===== src/rtl/mem_stage_pkg.sv =====
// mem_stage_pkg: bus widths, exception codes and the ES->MS bus field layout.
package mem_stage_pkg;

    localparam int ES_TO_MS_BUS_WD = 125;
    localparam int MS_TO_WS_BUS_WD = 117;

    localparam logic [4:0] EXC_ADEL = 5'h04;
    localparam logic [4:0] EXC_ADES = 5'h05;

    typedef struct packed {
        logic        eret;
        logic        bd;
        logic        mtc0_we;
        logic [4:0]  cp0_addr;
        logic        ex;
        logic [4:0]  excode;
        logic        res_from_cp0;
        logic        lwl;
        logic        lwr;
        logic [31:0] rt;
        logic        ld_w;
        logic        ld_h;
        logic        ld_b;
        logic        ld_sign;
        logic [1:0]  whb;
        logic        gr_we;
        logic [4:0]  dest;
        logic [31:0] alu_res;
        logic [31:0] pc;
    } es_to_ms_t;

endpackage


===== src/rtl/mem_stage_load_align.sv =====
// mem_load_align: aligns, extends and (with MS_LWLR_EN) merges load data by byte offset.
module mem_load_align (
    input  logic [31:0] data,
    input  logic [31:0] rt,
    input  logic [1:0]  whb,
    input  logic        ld_w,
    input  logic        ld_h,
    input  logic        ld_b,
    input  logic        ld_sign,
    input  logic        lwl,
    input  logic        lwr,
    output logic [31:0] result
);
    logic [15:0] h;
    logic [7:0]  b;
    logic [31:0] base;

    assign h    = whb[1] ? data[31:16] : data[15:0];
    assign b    = data[{whb, 3'b000} +: 8];
    assign base = ld_w ? data
                : ld_h ? {{16{ld_sign & h[15]}}, h}
                : ld_b ? {{24{ld_sign & b[7]}}, b}
                : data;

`ifdef MS_LWLR_EN
    logic [31:0] l, r;

    assign l = whb == 2'd0 ? {data[7:0],  rt[23:0]}
             : whb == 2'd1 ? {data[15:0], rt[15:0]}
             : whb == 2'd2 ? {data[23:0], rt[7:0]}
             : data;
    assign r = whb == 2'd0 ? data
             : whb == 2'd1 ? {rt[31:24], data[31:8]}
             : whb == 2'd2 ? {rt[31:16], data[31:16]}
             : {rt[31:8], data[31:24]};
    assign result = lwl ? l : lwr ? r : base;
`else
    logic lwlr_unused;

    assign lwlr_unused = ^{lwl, lwr, rt};
    assign result      = base;
`endif
endmodule


===== src/rtl/mem_stage.sv =====
// mem_stage: MEM pipeline stage; registers ES->MS bus, buffers SRAM load data across stalls, builds MS->WS bus.
// Define MS_LWLR_EN to enable lwl/lwr merge support.
module mem_stage
    import mem_stage_pkg::*;
(
    input  logic                       clk,
    input  logic                       resetn,
    input  logic                       ws_allowin,
    output logic                       ms_allowin,
    input  logic                       es_to_ms_valid,
    input  logic [ES_TO_MS_BUS_WD-1:0] es_to_ms_bus,
    input  logic                       ex_from_ws,
    input  logic [31:0]                data_sram_rdata,
    output logic                       ms_to_ws_valid,
    output logic [MS_TO_WS_BUS_WD-1:0] ms_to_ws_bus,
    output logic [31:0]                ms_forward,
    output logic [4:0]                 ms_to_es_addr,
    output logic                       ms_load_h,
    output logic                       ms_res_from_cp0_h,
    output logic                       ex_from_ms,
    output logic                       ms_valid_h
);
    es_to_ms_t   es_r;
    logic        ms_valid, ld_buf_vld, is_load;
    logic [31:0] ld_buf, ld_data, ld_res, result, badvaddr;

    assign ms_allowin = !ms_valid || ws_allowin;

    always_ff @(posedge clk or negedge resetn) begin
        if (!resetn) begin
            ms_valid   <= 1'b0;
            es_r       <= '0;
            ld_buf     <= '0;
            ld_buf_vld <= 1'b0;
        end else begin
            ms_valid <= ex_from_ws ? 1'b0 : ms_allowin ? es_to_ms_valid : ms_valid;
            if (es_to_ms_valid && ms_allowin) begin
                es_r       <= es_to_ms_t'(es_to_ms_bus);
                ld_buf_vld <= 1'b0;
            end else if (ms_valid && is_load && !ld_buf_vld) begin
                // ES re-reads SRAM while we stall, so hold the first-cycle data
                ld_buf     <= data_sram_rdata;
                ld_buf_vld <= 1'b1;
            end
        end
    end

`ifdef MS_LWLR_EN
    assign is_load = es_r.ld_w | es_r.ld_h | es_r.ld_b | es_r.lwl | es_r.lwr;
`else
    assign is_load = es_r.ld_w | es_r.ld_h | es_r.ld_b;
`endif

    assign ld_data = ld_buf_vld ? ld_buf : data_sram_rdata;

    mem_load_align u_align (
        .data    (ld_data),
        .rt      (es_r.rt),
        .whb     (es_r.whb),
        .ld_w    (es_r.ld_w),
        .ld_h    (es_r.ld_h),
        .ld_b    (es_r.ld_b),
        .ld_sign (es_r.ld_sign),
        .lwl     (es_r.lwl),
        .lwr     (es_r.lwr),
        .result  (ld_res)
    );

    assign result   = is_load ? ld_res : es_r.alu_res;
    assign badvaddr = (es_r.excode == EXC_ADEL || es_r.excode == EXC_ADES) ? es_r.alu_res : 32'h0;

    assign ms_to_ws_valid    = ms_valid;
    assign ms_to_ws_bus      = {es_r.eret, es_r.bd, es_r.mtc0_we, es_r.cp0_addr, es_r.ex, es_r.excode,
                                es_r.res_from_cp0, es_r.gr_we & !es_r.ex, es_r.dest, result, badvaddr, es_r.pc};
    assign ms_forward        = result;
    assign ms_to_es_addr     = (ms_valid && es_r.gr_we) ? es_r.dest : 5'd0;
    assign ms_load_h         = ms_valid & is_load;
    assign ms_res_from_cp0_h = ms_valid & es_r.res_from_cp0;
    assign ex_from_ms        = ms_valid & es_r.ex;
    assign ms_valid_h        = ms_valid;
endmodule


===== config.mk =====
export PLATFORM = sky130hd
export DESIGN_NAME = mem_stage
export DESIGN_NICKNAME = d
export VERILOG_FILES = /design/src/rtl/mem_stage_pkg.sv /design/src/rtl/mem_stage_load_align.sv /design/src/rtl/mem_stage.sv
export SDC_FILE = /design/constraint.sdc
export NUM_CORES = 1
export LEC_CHECK = 0
export ABC_CLOCK_PERIOD_IN_PS = 1600
export BUFFER_PORTS_ARGS = -buffer_cell sky130_fd_sc_hd__buf_4
export CAP_MARGIN = 20
export CORE_UTILIZATION = 44
export CTS_BUF_LIST = sky130_fd_sc_hd__clkbuf_4
export CTS_CLUSTER_DIAMETER = 100
export DETAILED_ROUTE_END_ITERATION = 6
export PLACE_DENSITY = 0.79
export SLEW_MARGIN = 40
export SYNTH_ARGS = -nofsm -noshare
export SYNTH_HDL_FRONTEND = slang
export SYNTH_SLANG_ARGS = --single-unit

===== constraint.sdc =====
create_clock -name clk -period 1.6 [get_ports clk]
set_input_delay 0 -clock clk [delete_from_list [all_inputs] [get_ports clk]]
set_output_delay 0 -clock clk [all_outputs]
set_load 0.02 [all_outputs]

# --- Yosys cells after proc, flatten, opt, wreduce, memory -nomap -nowiden ---
# Cells that the tools add are included.
totals:
  regBits: 125
  latchBits: 0
  ram_bits: 0
  rom_bits: 0
  input_bits: 162
  output_inout_bits: 160
  elab_cells: 55
  mem_count: 0
classes:
  addsub: 0
  multipliers: 0
  div_mod_pow: 0
  magnitude_cmp: 0
  n_eq_ne: 2
  n_shift: 1
  mux: 12
  n_bitwise: 9
  n_reduce_logical: 12
op_table:
  columns: ["cell", "n"]
  rows:
  - ["$mux W32", 6]
  - ["$shiftx A32 B6 Y8", 1]
  - ["$mux W16", 1]
  - ["$eq A5 B3 Y1 const B", 2]
  - ["$and A1 B1 Y1", 6]
  - ["$mux W5", 1]
  - ["$logic_and A1 B1 Y1", 4]
  - ["$mux W1", 4]
  - ["$reduce_bool A2 Y1", 2]
  - ["$logic_not A1 Y1", 3]
  - ["$logic_or A1 B1 Y1", 2]
  - ["$or A1 B1 Y1", 2]
  - ["$reduce_and A2 Y1", 1]
  - ["$not A1 Y1", 1]

# --- Depth between registers and ports, before layout ---
# Gate-level depths: netlist (run 1).
depth:
  ltp_word: 7
  depth_mapped: 8
  ltp_nobuf: 4

# --- Hierarchy ---
# From an unflattened synthesis (run 1), not the netlist that was laid out.
hier_totals:
  hier_cells: 679
  hier_area_um2: 8572.0
by_module_without_submodules:
  columns: ["mod", "instances", "cells_per_inst", "area_each_um2", "seq_area_each_um2"]
  rows:
  - ["mem_stage", 1, 542, 7785.0, 3978.8]
  - ["mem_load_align", 1, 137, 787.0, 0.0]

# --- Worst setup path after synthesis (run 1) ---
# Ideal clock, no wire load.
synth_timing:
  path_type: "register to output"
  startpoint: "reg ld_buf_vld"
  endpoint: "out ms_to_ws_bus[72]"
  t_arrival_ps: 2080
  required_ps: 1600
  path_slack_ps: -480
  stages_incl_launch_ff: 7
  path_buffers: 3
  path_cell_list: "dfrtp_1 -> buf_6 -> buf_2 -> a311oi_1 -> nand4_1 -> a31oi_1 -> buf_4"
synth_between:
  elab_chain_cells: 7
  word_cells_on_any_way: 8
  classes_between: "shift: 1; mux: 6; bitwise: 1"
synth_lines:
  columns: ["item", "line_no", "source"]
  rows:
  - ["from (decl)", "mem_stage.sv:24", "logic ms_valid, ld_buf_vld, is_load;"]
  - ["from (signal assigned)", "mem_stage.sv:34", "ld_buf_vld <= 1'b0;"]
  - ["from (signal assigned)", "mem_stage.sv:39", "ld_buf_vld <= 1'b0;"]
  - ["from (signal assigned)", "mem_stage.sv:43", "ld_buf_vld <= 1'b1;"]
  - ["$mux W32 (*)", "mem_stage.sv:54", "assign ld_data = ld_buf_vld ? ld_buf : data_sram_rdata;"]
  - ["$shiftx A32 B6 Y8", "mem_stage_load_align.sv:19", "assign b = data[{whb, 3'b000} +: 8];"]
  - ["$and A1 B1 Y1", "mem_stage_load_align.sv:22", ": ld_b ? {{24{ld_sign & b[7]}}, b}"]
  - ["$mux W32", "mem_stage_load_align.sv:22", null]
  - ["$mux W32", "mem_stage_load_align.sv:21", ": ld_h ? {{16{ld_sign & h[15]}}, h}"]
  - ["$mux W32 (*)", "mem_stage_load_align.sv:20", "assign base = ld_w ? data"]
  - ["$mux W32 (*)", "mem_stage.sv:69", "assign result = is_load ? ld_res : es_r.alu_res;"]
  - ["to (decl)", "mem_stage.sv:15", "output logic [MS_TO_WS_BUS_WD-1:0] ms_to_ws_bus,"]
# Mark *: on every way between the ends. The rest lies on a longest branch, timed or not.

# --- Worst setup path after layout (run 1) ---
layout_timing:
  startpoint: "reg ld_buf_vld"
  endpoint: "out ms_to_ws_bus[73]"
# Same word-level chain as after synthesis.

==> metrics.txt, run 1 <==
clock transition at the registers of the reported paths=0.14 ns; Gate power share=0.466; power share of the clock group=0.179; initial drt markers=476; failing checks=setup timing; Clock Latency Late Sink=0.56 ns; layout cell share with drive strength beyond 1=0.5000; number of antenna violations at the first check in global routing=1; sequential share of power=0.355; Root Driver=clkbuf_4; count of input and output buffers=287; post-layout minimum cycle time=2.401 ns; Worst Setup EP=ms_to_ws_bus[73]; area of the core=15,430 µm²; CP Capture Type=primary output; fmax=0.4165 GHz; Crit. Startpoint=ld_buf_vld; GPL Wtd Cong=0.8770; Antenna Nets Post-Route=0; Slew HR=0.6852; total CTS buffers=17; sequential area share after synthesis=0.4437; largest net degree at the start of global routing=63; Unique masters post-synth=42; I/O pins=322; crit share post-route=1.501; Area Overhead vs Synth=72.08%; DRT Pass-1 Iters=5; Slew @ Worst Pin=0.4722 ns; Final TNS setup=-65.81 ns; Syn Area/Cell=9.179 µm²; EDFF count, synth=0; Final Util=0.7863; warnings from Yosys=0; P_int=7253 µW; routed length per placed instance=20.78 µm; routed vias/inst=5.404; Reg area=3133 µm²; Leakage=0.005975 µW; Slew Limit Fails=0; via count=7,457; CP Data Required Time=1.60 ns; Yosys top cell area share=0.4437; final worst slack=-0.8012 ns; Critical Path Source Type=flip-flop; global-route wire length before repair=41,630 µm; total grt overflow=0; Pwr Density=968.1 nW/µm²; final hold violations=0; most common cell in the netlist=nand2_1; Place WS=-0.2188 ns; CP max FO=7; Arrival @ worst endpoint=2.40 ns; Worst R2R Setup Slack=-0.34 ns; dpl hpwl=16,330 µm; Mapped Area=7049 µm²; synthesized instance count=768; clock sink count=125; multi-input combinational cell area=3739 µm²; drc violations=0; critical path type=reg2out; cell count of the worst hold path=7; fill cell count=901; P_sw=4491 µW; clk_skew=0.01746 ns; Rows=45; number of global-route vias before repair=7,586; ys flop type=dfrtp_1; Hold Startpoint=ws_allowin; Initial Utilization=0.4569; chip height=128.6 µm; register bit count reported by yosys=125; R2R depth=8; Die Width=128.6 µm; CTS Buffer Depth=2; total chip power=11,740 µW; Commonest cells post-synth=nand2_1 (295), dfrtp_1 (125), buf_4 (85); GRT Resource Usage Total=0.3389; status=complete, but fails checks; H-tree depth=4; worst hold path type=in2reg; Sw Share=0.3824; Crit Reg-Reg Endpoint=ld_buf[5]; CTS tree=yes; largest area contributor in the netlist=dfrtp_1; IR drop worst, VDD=0.0007475 V; Final nets=1,315; Synth Net Count=930; die area=16,530 µm²; reg-to-reg startpoint=ld_buf_vld; total wire length=28,680 µm; RSZ-0062 raised after global routing=true; final setup vio count=129; ys async rst share=1.000; Max-Cap Viols=0; leading post-synthesis cells by cell area=dfrtp_1 (44%), nand2_1 (16%), buf_4 (9.1%)
through the flow:
stage	cell area [µm²]	hold slack, ns	cells
floorplan	7561	-0.2956	768
global placement	9525	-0.04103	1190
detailed placement	9525	-0.03358	1190
CTS	11830	0.1323	1374
global route	12130	0.1396	1378
finish	12130	0.1487	1380
critical path, stage by stage, from the launching register on:
cell and delay (ns):
dfrtp_2 0.45, buf_6 0.15, mux2i_2 0.16, a32oi_1 0.25, nand4_1 0.17, buf_6 0.18
buf_4 0.14, a31oi_4 0.17, buf_4 0.17
how the worst min path moves through the flow:
stage	slack (ns)	to
after floorplan	-0.30	es_r[32]
after global routing	0.14	es_r[69]
after detailed placement	-0.03	es_r[42]
after global placement	-0.04	es_r[42]
final	0.15	ms_to_ws_bus[4]
after CTS	0.13	ms_to_ws_bus[116]
routing by layer:
metal,vias up,part of all wire,global-route usage
met1,3657,0.36,0.3716
met4,0,0.041,0.1509
li1,3218,-,-
met5,-,0,0
met2,485,0.52,0.6134
met3,97,0.079,0.09023
cell usage in the layout, fill, tap and decap left out, types with 8 or more instances in the layout:
| master | synthesis | layout |
|---|---|---|
| nand2_1 | 295 | 276 |
| buf_4 | 85 | 251 |
| dlygate4sd3_1 | 0 | 128 |
| dfrtp_1 | 125 | 121 |
| buf_6 | 7 | 96 |
| and2_4 | 1 | 36 |
| mux2_4 | 20 | 33 |
| mux2_2 | 40 | 27 |
| clkbuf_4 | 0 | 18 |
| buf_12 | 0 | 13 |
| nand2_4 | 0 | 11 |
| mux4_2 | 8 | 8 |
what timing repair did:
item,in CTS,in global routing
endpoints found under the setup margin,137,137
hold endpoints to repair,249,0
pin swaps,10,11
hold buffers,128,0
gates resized for setup,131,68
gates cloned,7,2
setup buffers,17,3
flip-flops by register name, indices dropped and copies added, names as in the netlist:
signal,cells
ld_buf,32
ms_to_ws_bus,52
ld_buf_vld,1
es_r,39
ms_to_ws_valid,1
kinds of logic (layout without fill, tap and decap cells):
logic type             Yosys count  after routing  synth area share
and+or+nand+nor                367            367            0.2210
buffers and inverters          136            534            0.1260
DFF                            125            125            0.4437
muxes                           74             74            0.1406
AOI/OAI and AO/OA               66             66           0.06869
other                            0              3                 0
power groups by stage:
stage | registers, µW | clock network (µW) | logic, µW
2_1_floorplan | 4010 | 0 | 3190
3_3_place_gp | 4120 | 0 | 4350
3_5_place_dp | 4150 | 0 | 4420
4_1_cts | 4100 | 2100 | 5090
5_1_grt | 4220 | 2280 | 5730
6_report | 4170 | 2100 | 5470
layout make-up:
| cell class | count | share of cell area |
|---|---|---|
| repair buffers | 497 | 0.3884 |
| diodes | 3 | 0.0006189 |
| clock buffers | 18 | 0.01114 |
| well taps | 211 | 0.02176 |
| clock inverters | 14 | 0.01001 |
| flip-flops and latches | 125 | 0.2583 |
| inverters | 5 | 0.001547 |
| multi-input cells | 507 | 0.3082 |
Note: power is estimated with default switching activity, not from simulation.
==> run 2, diff against run 1 <==
--- a/config.mk
+++ b/config.mk
@@ -12,7 +12,7 @@
 export CTS_BUF_LIST = sky130_fd_sc_hd__clkbuf_4
 export CTS_CLUSTER_DIAMETER = 100
 export DETAILED_ROUTE_END_ITERATION = 6
-export PLACE_DENSITY = 0.79
+export PLACE_DENSITY_LB_ADDON = 0.3
 export SLEW_MARGIN = 40
 export SYNTH_ARGS = -nofsm -noshare
 export SYNTH_HDL_FRONTEND = slang
==> run 2 against run 1 <==
Net effect: the run still ends with setup timing left; flip-flop and latch count stayed put; sequential share of layout area is 0.73 points lower; clock-buffer cell count stayed put; die area stayed put; maximum frequency is 5.0% lower; critical path type unchanged; largest cell class unchanged; largest power group unchanged.
==> metrics.txt, run 2 (synthesized netlist as in run 1, its figures left out) <==
status=complete, but fails checks (unchanged); failing checks=setup timing (unchanged); Slew HR=0.5750 (was 0.6852); Clock Latency Late Sink=0.55 ns (was 0.56 ns); Antenna Nets Post-Route=0 (unchanged); Arrival @ worst endpoint=2.53 ns (was 2.40 ns); Pwr Density=988.9 nW/µm² (was 968.1 nW/µm²); CP Data Required Time=1.60 ns (about the same); number of global-route vias before repair=7,752 (was 7,586); Rows=45 (unchanged); initial drt markers=670 (was 476); Leakage=0.006069 µW (was 0.005975 µW); layout cell share with drive strength beyond 1=0.5159 (was 0.5000); Area Overhead vs Synth=77.00% (was 72.08%); post-layout minimum cycle time=2.526 ns (was 2.401 ns); fmax=0.3958 GHz (was 0.4165 GHz); Slew @ Worst Pin=0.6374 ns (was 0.4722 ns); dpl hpwl=16,210 µm (was 16,330 µm); crit share post-route=1.579 (was 1.501); H-tree depth=4 (unchanged); GRT Resource Usage Total=0.3365 (was 0.3389); global-route wire length before repair=41,540 µm (was 41,630 µm); CTS Buffer Depth=2 (unchanged); area of the core=15,430 µm² (unchanged); fill cell count=863 (was 901); routed length per placed instance=22.63 µm (was 20.78 µm); clock sink count=125 (unchanged); CTS tree=yes (unchanged); CP peak stage delay=0.51 ns (was 0.45 ns); Die Width=128.6 µm (unchanged); Min Hold Slack=0.1574 ns (was 0.1487 ns); CP Capture Type=primary output (unchanged); clk_skew=0.01978 ns (was 0.01746 ns); DRT Pass-1 Iters=6 (was 5); Place WS=-0.1942 ns (was -0.2188 ns); IR drop worst, VDD=0.0005158 V (was 0.0007475 V); final setup vio count=129 (unchanged); Slowest cell on crit path=o22ai_1 (was dfrtp_2); I/O pins=322 (unchanged); critical path type=reg2out (unchanged); Slew Limit Fails=0 (unchanged); count of input and output buffers=287 (unchanged); total wire length=31,200 µm (was 28,680 µm); Root Driver=clkbuf_4 (unchanged); die area=16,530 µm² (unchanged); GPL Wtd Cong=0.8647 (was 0.8770); routed vias/inst=5.553 (was 5.404); Cell Chain, Critical Path=buf_8 > buf_12 > buf_4 > mux2_2 > o22ai_1 > a31oi_4 > buf_6 (was buf_6 > mux2i_2 > a32oi_1 > nand4_1 > buf_6 > buf_4 > a31oi_4 > buf_4); clock transition at the registers of the reported paths=0.13 ns (was 0.14 ns); CP max FO=7 (unchanged); worst hold path type=in2reg (unchanged); total grt overflow=0 (unchanged); max reg flops=52 (unchanged); final worst slack=-0.9264 ns (was -0.8012 ns); commonest non-fill, non-tap cells in the layout=nand2_1 (275), buf_4 (227), dlygate4sd3_1 (128), dfrtp_1 (122), buf_6 (113) (was nand2_1 (276), buf_4 (251), dlygate4sd3_1 (128), dfrtp_1 (121), buf_6 (96)); number of antenna violations at the first check in global routing=1 (unchanged); chip height=128.6 µm (unchanged); Initial Utilization=0.4569 (unchanged); Final nets=1,316 (was 1,315); Max-Cap Viols=0 (unchanged); final hold violations=0 (unchanged); total CTS buffers=17 (unchanged); Critical Path Source Type=flip-flop (unchanged); Final Util=0.8088 (was 0.7863); largest net degree at the start of global routing=57 (was 63); RSZ-0062 raised after global routing=true (unchanged); drc violations=0 (unchanged); via count=7,657 (was 7,457); commonest non-fill, non-tap cell in the layout=nand2_1 (unchanged)
==> run 2: critical path, delay by kind of cell (launching register included) <==
kind | cells | cell delay, ns
flops | 1 | 0.41
buf+inv | 4 | 0.61
compound gates | 2 | 0.61
mux | 1 | 0.34
==> run 2: per-stage QoR <==
step / instances / total power, µW / setup TNS [ns] / instance area (µm²)
after floorplan: 768 / 7195 / -23.40 / 7561
after global placement: 1194 / 8494 / -10.62 / 9530
after detailed placement: 1194 / 8583 / -14.49 / 9530
after CTS: 1368 / 11510 / -60.54 / 11930
after global routing: 1379 / 12790 / -82.15 / 12480
final: 1379 / 12340 / -73.43 / 12480
==> run 2: repair_timing <==
item | 4_1_cts | 5_1_grt
cloned | 6 | 5
pin swaps | 7 | 25
endpoints found under the setup margin | 138 | 139
hold endpoints to repair | 249 | 0
buffers inserted | 10 | 7
hold buffers | 128 | 0
resized for setup | 161 | 102
==> run 2: worst paths after layout <==
kind | start | to | slack (ns) | depth (start not counted)
max reg2reg | ld_buf_vld | ld_buf[7] | -0.52 | 9
min in group asynchronous | resetn | ld_buf[23] | 0.50 | 3
min reg2reg | ms_to_ws_bus[103] | ms_to_ws_bus[103] | 0.49 | 2
max | ld_buf_vld | ms_forward[14] | -0.93 | 7
min | ws_allowin | ms_to_ws_bus[11] | 0.16 | 7
max in group asynchronous | resetn | ms_to_ws_valid | 0.51 | 4
==> run 2: layout make-up <==
| class | count | area [µm²] | area share |
|---|---|---|---|
| Multi-Input combinational cell | 507 | 3918 | 0.3140 |
| Timing Repair Buffer | 498 | 4868 | 0.3902 |
| Tap cell | 211 | 264.0 | 0.02116 |
| Clock inverter | 14 | 135.1 | 0.01083 |
| Antenna cell | 1 | 2.502 | 0.0002006 |
| Clock buffer | 18 | 135.1 | 0.01083 |
| Inverter | 5 | 22.52 | 0.001805 |
| Sequential cell | 125 | 3132 | 0.2510 |
==> run 2: report_power, final <==
part / switching, µW / leakage [µW] / internal (µW) / total [µW]
Combinational: 2910 / 0.00442 / 2970 / 5890
Clock: 1430 / 0.000136 / 813 / 2250
Sequential: 515 / 0.00151 / 3690 / 4210
==> run 2: routing by layer <==
layer	global-route usage	up-vias	wire, µm
li1	-	3240	-
met1	0.3746	3709	10730
met2	0.5879	542	15720
met3	0.08857	166	2829
met4	0.1834	0	1929
met5	0	-	0
==> run 3, diff against run 2 <==
--- a/config.mk
+++ b/config.mk
@@ -8,7 +8,7 @@
 export ABC_CLOCK_PERIOD_IN_PS = 1600
 export BUFFER_PORTS_ARGS = -buffer_cell sky130_fd_sc_hd__buf_4
 export CAP_MARGIN = 20
-export CORE_UTILIZATION = 44
+export CORE_UTILIZATION = 25
 export CTS_BUF_LIST = sky130_fd_sc_hd__clkbuf_4
 export CTS_CLUSTER_DIAMETER = 100
 export DETAILED_ROUTE_END_ITERATION = 6
==> run 3 against run 2 <==
Net effect: the run still ends with setup timing left; final cell count increased by 12%; combinational power fell by 8.3%; global-route usage is 15 points lower; first-iteration DRC count down 53%; largest power group unchanged; design area shrank 0.11%; highest routed layer unchanged; largest cell class unchanged.
==> metrics.txt, run 3 (synthesized netlist as in run 1, its figures left out) <==
status=complete, but fails checks (unchanged); failing checks=setup timing (unchanged); R2R depth=7 (was 9); worst hold path type=in2reg (unchanged); drc violations=0 (unchanged); CTS tree=yes (unchanged); Die Width=169.9 µm (was 128.6 µm); Crit. Startpoint=ld_buf_vld (unchanged); CP Capture Type=primary output (unchanged); die area=28,870 µm² (was 16,530 µm²); Arrival @ worst endpoint=2.42 ns (was 2.53 ns); Slew Limit Fails=0 (unchanged); chip height=169.9 µm (was 128.6 µm); number of global-route vias before repair=6,962 (was 7,752); number of antenna violations at the first check in global routing=1 (unchanged); GPL Wtd Cong=0.8375 (was 0.8647); DRT Pass-1 Iters=4 (was 6); Initial Utilization=0.2537 (was 0.4569); Final TNS setup=-62.67 ns (was -73.43 ns); layout cell share with drive strength beyond 1=0.4987 (was 0.5159); Antenna Nets Post-Route=0 (unchanged); CP max FO=8 (was 7); GRT Resource Usage Total=0.1873 (was 0.3365); clock transition at the registers of the reported paths=0.12 ns (was 0.13 ns); max reg flops=52 (unchanged); clock sink count=125 (unchanged); commonest non-fill, non-tap cells in the layout=nand2_1 (278), buf_4 (248), dlygate4sd3_1 (128), dfrtp_1 (119), buf_6 (97) (was nand2_1 (275), buf_4 (227), dlygate4sd3_1 (128), dfrtp_1 (122), buf_6 (113)); uppermost layer routed=met4 (unchanged); initial drt markers=316 (was 670); Worst R2R Setup Slack=-0.22 ns (was -0.52 ns); Max-Cap Viols=0 (unchanged); reg-to-reg startpoint=ld_buf_vld (unchanged); Clock Latency Late Sink=0.55 ns (about the same); Slew HR=0.7894 (was 0.5750); CP Data Required Time=1.60 ns (about the same); Rows=61 (was 45); H-tree depth=4 (unchanged); via count=6,738 (was 7,657); largest net degree at the start of global routing=62 (was 57); fill cell count=2,660 (was 863); total grt overflow=0 (unchanged); fmax=0.4129 GHz (was 0.3958 GHz); CTS Buffer Depth=2 (unchanged); final worst slack=-0.8218 ns (was -0.9264 ns); I/O pins=322 (unchanged); routed vias/inst=4.361 (was 5.553); count of input and output buffers=287 (unchanged); DR WL met3=1392 µm (was 2829 µm); Critical Path Source Type=flip-flop (unchanged); total wire length=27,220 µm (was 31,200 µm); final hold violations=0 (unchanged); Crit Reg-Reg Endpoint=ld_buf[30] (was ld_buf[7]); post-layout minimum cycle time=2.422 ns (was 2.526 ns); Leakage=0.006029 µW (was 0.006069 µW); total CTS buffers=17 (unchanged); Root Driver=clkbuf_4 (unchanged); Slew @ Worst Pin=0.3070 ns (was 0.6374 ns); met1 WL=12,310 µm (was 10,730 µm); final setup vio count=129 (unchanged); area of the core=27,780 µm² (was 15,430 µm²); DR WL met2=13,190 µm (was 15,720 µm); commonest non-fill, non-tap cell in the layout=nand2_1 (unchanged); Final nets=1,315 (was 1,316); clk_skew=0.02782 ns (was 0.01978 ns); Final Util=0.4486 (was 0.8088); critical path type=reg2out (unchanged); dpl hpwl=18,080 µm (was 16,210 µm); Pwr Density=982.5 nW/µm² (was 988.9 nW/µm²); Area Overhead vs Synth=76.80% (was 77.00%); routed length per placed instance=17.62 µm (was 22.63 µm); global-route wire length before repair=40,630 µm (was 41,540 µm); crit share post-route=1.514 (was 1.579); IR drop worst, VDD=0.0004231 V (was 0.0005158 V); RSZ-0062 raised after global routing=true (unchanged); Worst Setup EP=ms_forward[16] (was ms_forward[14])
run 3: how the worst min path moves through the flow:
stage	from	slack, ns	endpoint	cells after the start
after CTS	ws_allowin	0.05	ms_to_ws_bus[4]	6
after floorplan	resetn	-0.30	es_r[32]	0
after detailed placement	resetn	-0.10	es_r[43]	1
final	ws_allowin	0.11	ms_to_ws_bus[7]	6
after global placement	resetn	-0.10	es_r[43]	1
after global routing	ws_allowin	0.07	ms_to_ws_bus[4]	6
run 3: area by class of cell:
type                    count  area, µm²  share of cell area
inverters                   5      18.77            0.001506
clock buffers              17      127.6             0.01024
clock inverters            14      209.0             0.01677
well taps                 378      473.0             0.03795
flip-flops and latches    125       3136              0.2516
diodes                      2      5.005           0.0004016
multi-input cells         507       3756              0.3014
repair buffers            497       4738              0.3802
run 3: layer usage:
layer / vias up / global-route usage
met3: 22 / 0.03628
met1: 3243 / 0.2454
met5: - / 0
met2: 245 / 0.3147
met4: 0 / 0.04779
li1: 3228 / -
run 3: power breakdown:
group	internal (µW)	total, µW	leakage [µW]	switching (µW)
clock	1270	2710	0.000176	1440
sequential	3690	4140	0.00151	443
combinational	2800	5400	0.00434	2590
run 3: per-stage QoR:
stage / cells / hold slack (ns) / setup WS (ns) / area, µm² / total power, µW
floorplan: 768 / -0.2956 / -0.4514 / 7561 / 7195
global placement: 1367 / -0.1049 / -0.2410 / 9847 / 8647
detailed placement: 1367 / -0.1039 / -0.2768 / 9847 / 8699
CTS: 1538 / 0.04937 / -0.8734 / 12150 / 12160
global route: 1545 / 0.06759 / -0.9614 / 12460 / 12920
finish: 1545 / 0.1118 / -0.8218 / 12460 / 12240
run 3: what timing repair did:
action,4_1_cts,5_1_grt
endpoints found under the setup margin,137,137
gates resized for setup,143,50
cloned,6,2
setup buffers,6,5
hold endpoints to repair,249,0
pin swaps,17,11
hold buffers,129,0
run 3: worst max-delay path, stage by stage, from the launching register on:
cell	delay, ns
dfrtp_2	0.43
buf_6	0.13
buf_6	0.12
a311oi_4	0.30
buf_4	0.16
nand4b_1	0.19
buf_6	0.20
buf_12	0.16
nand2_4	0.09
buf_6	0.11
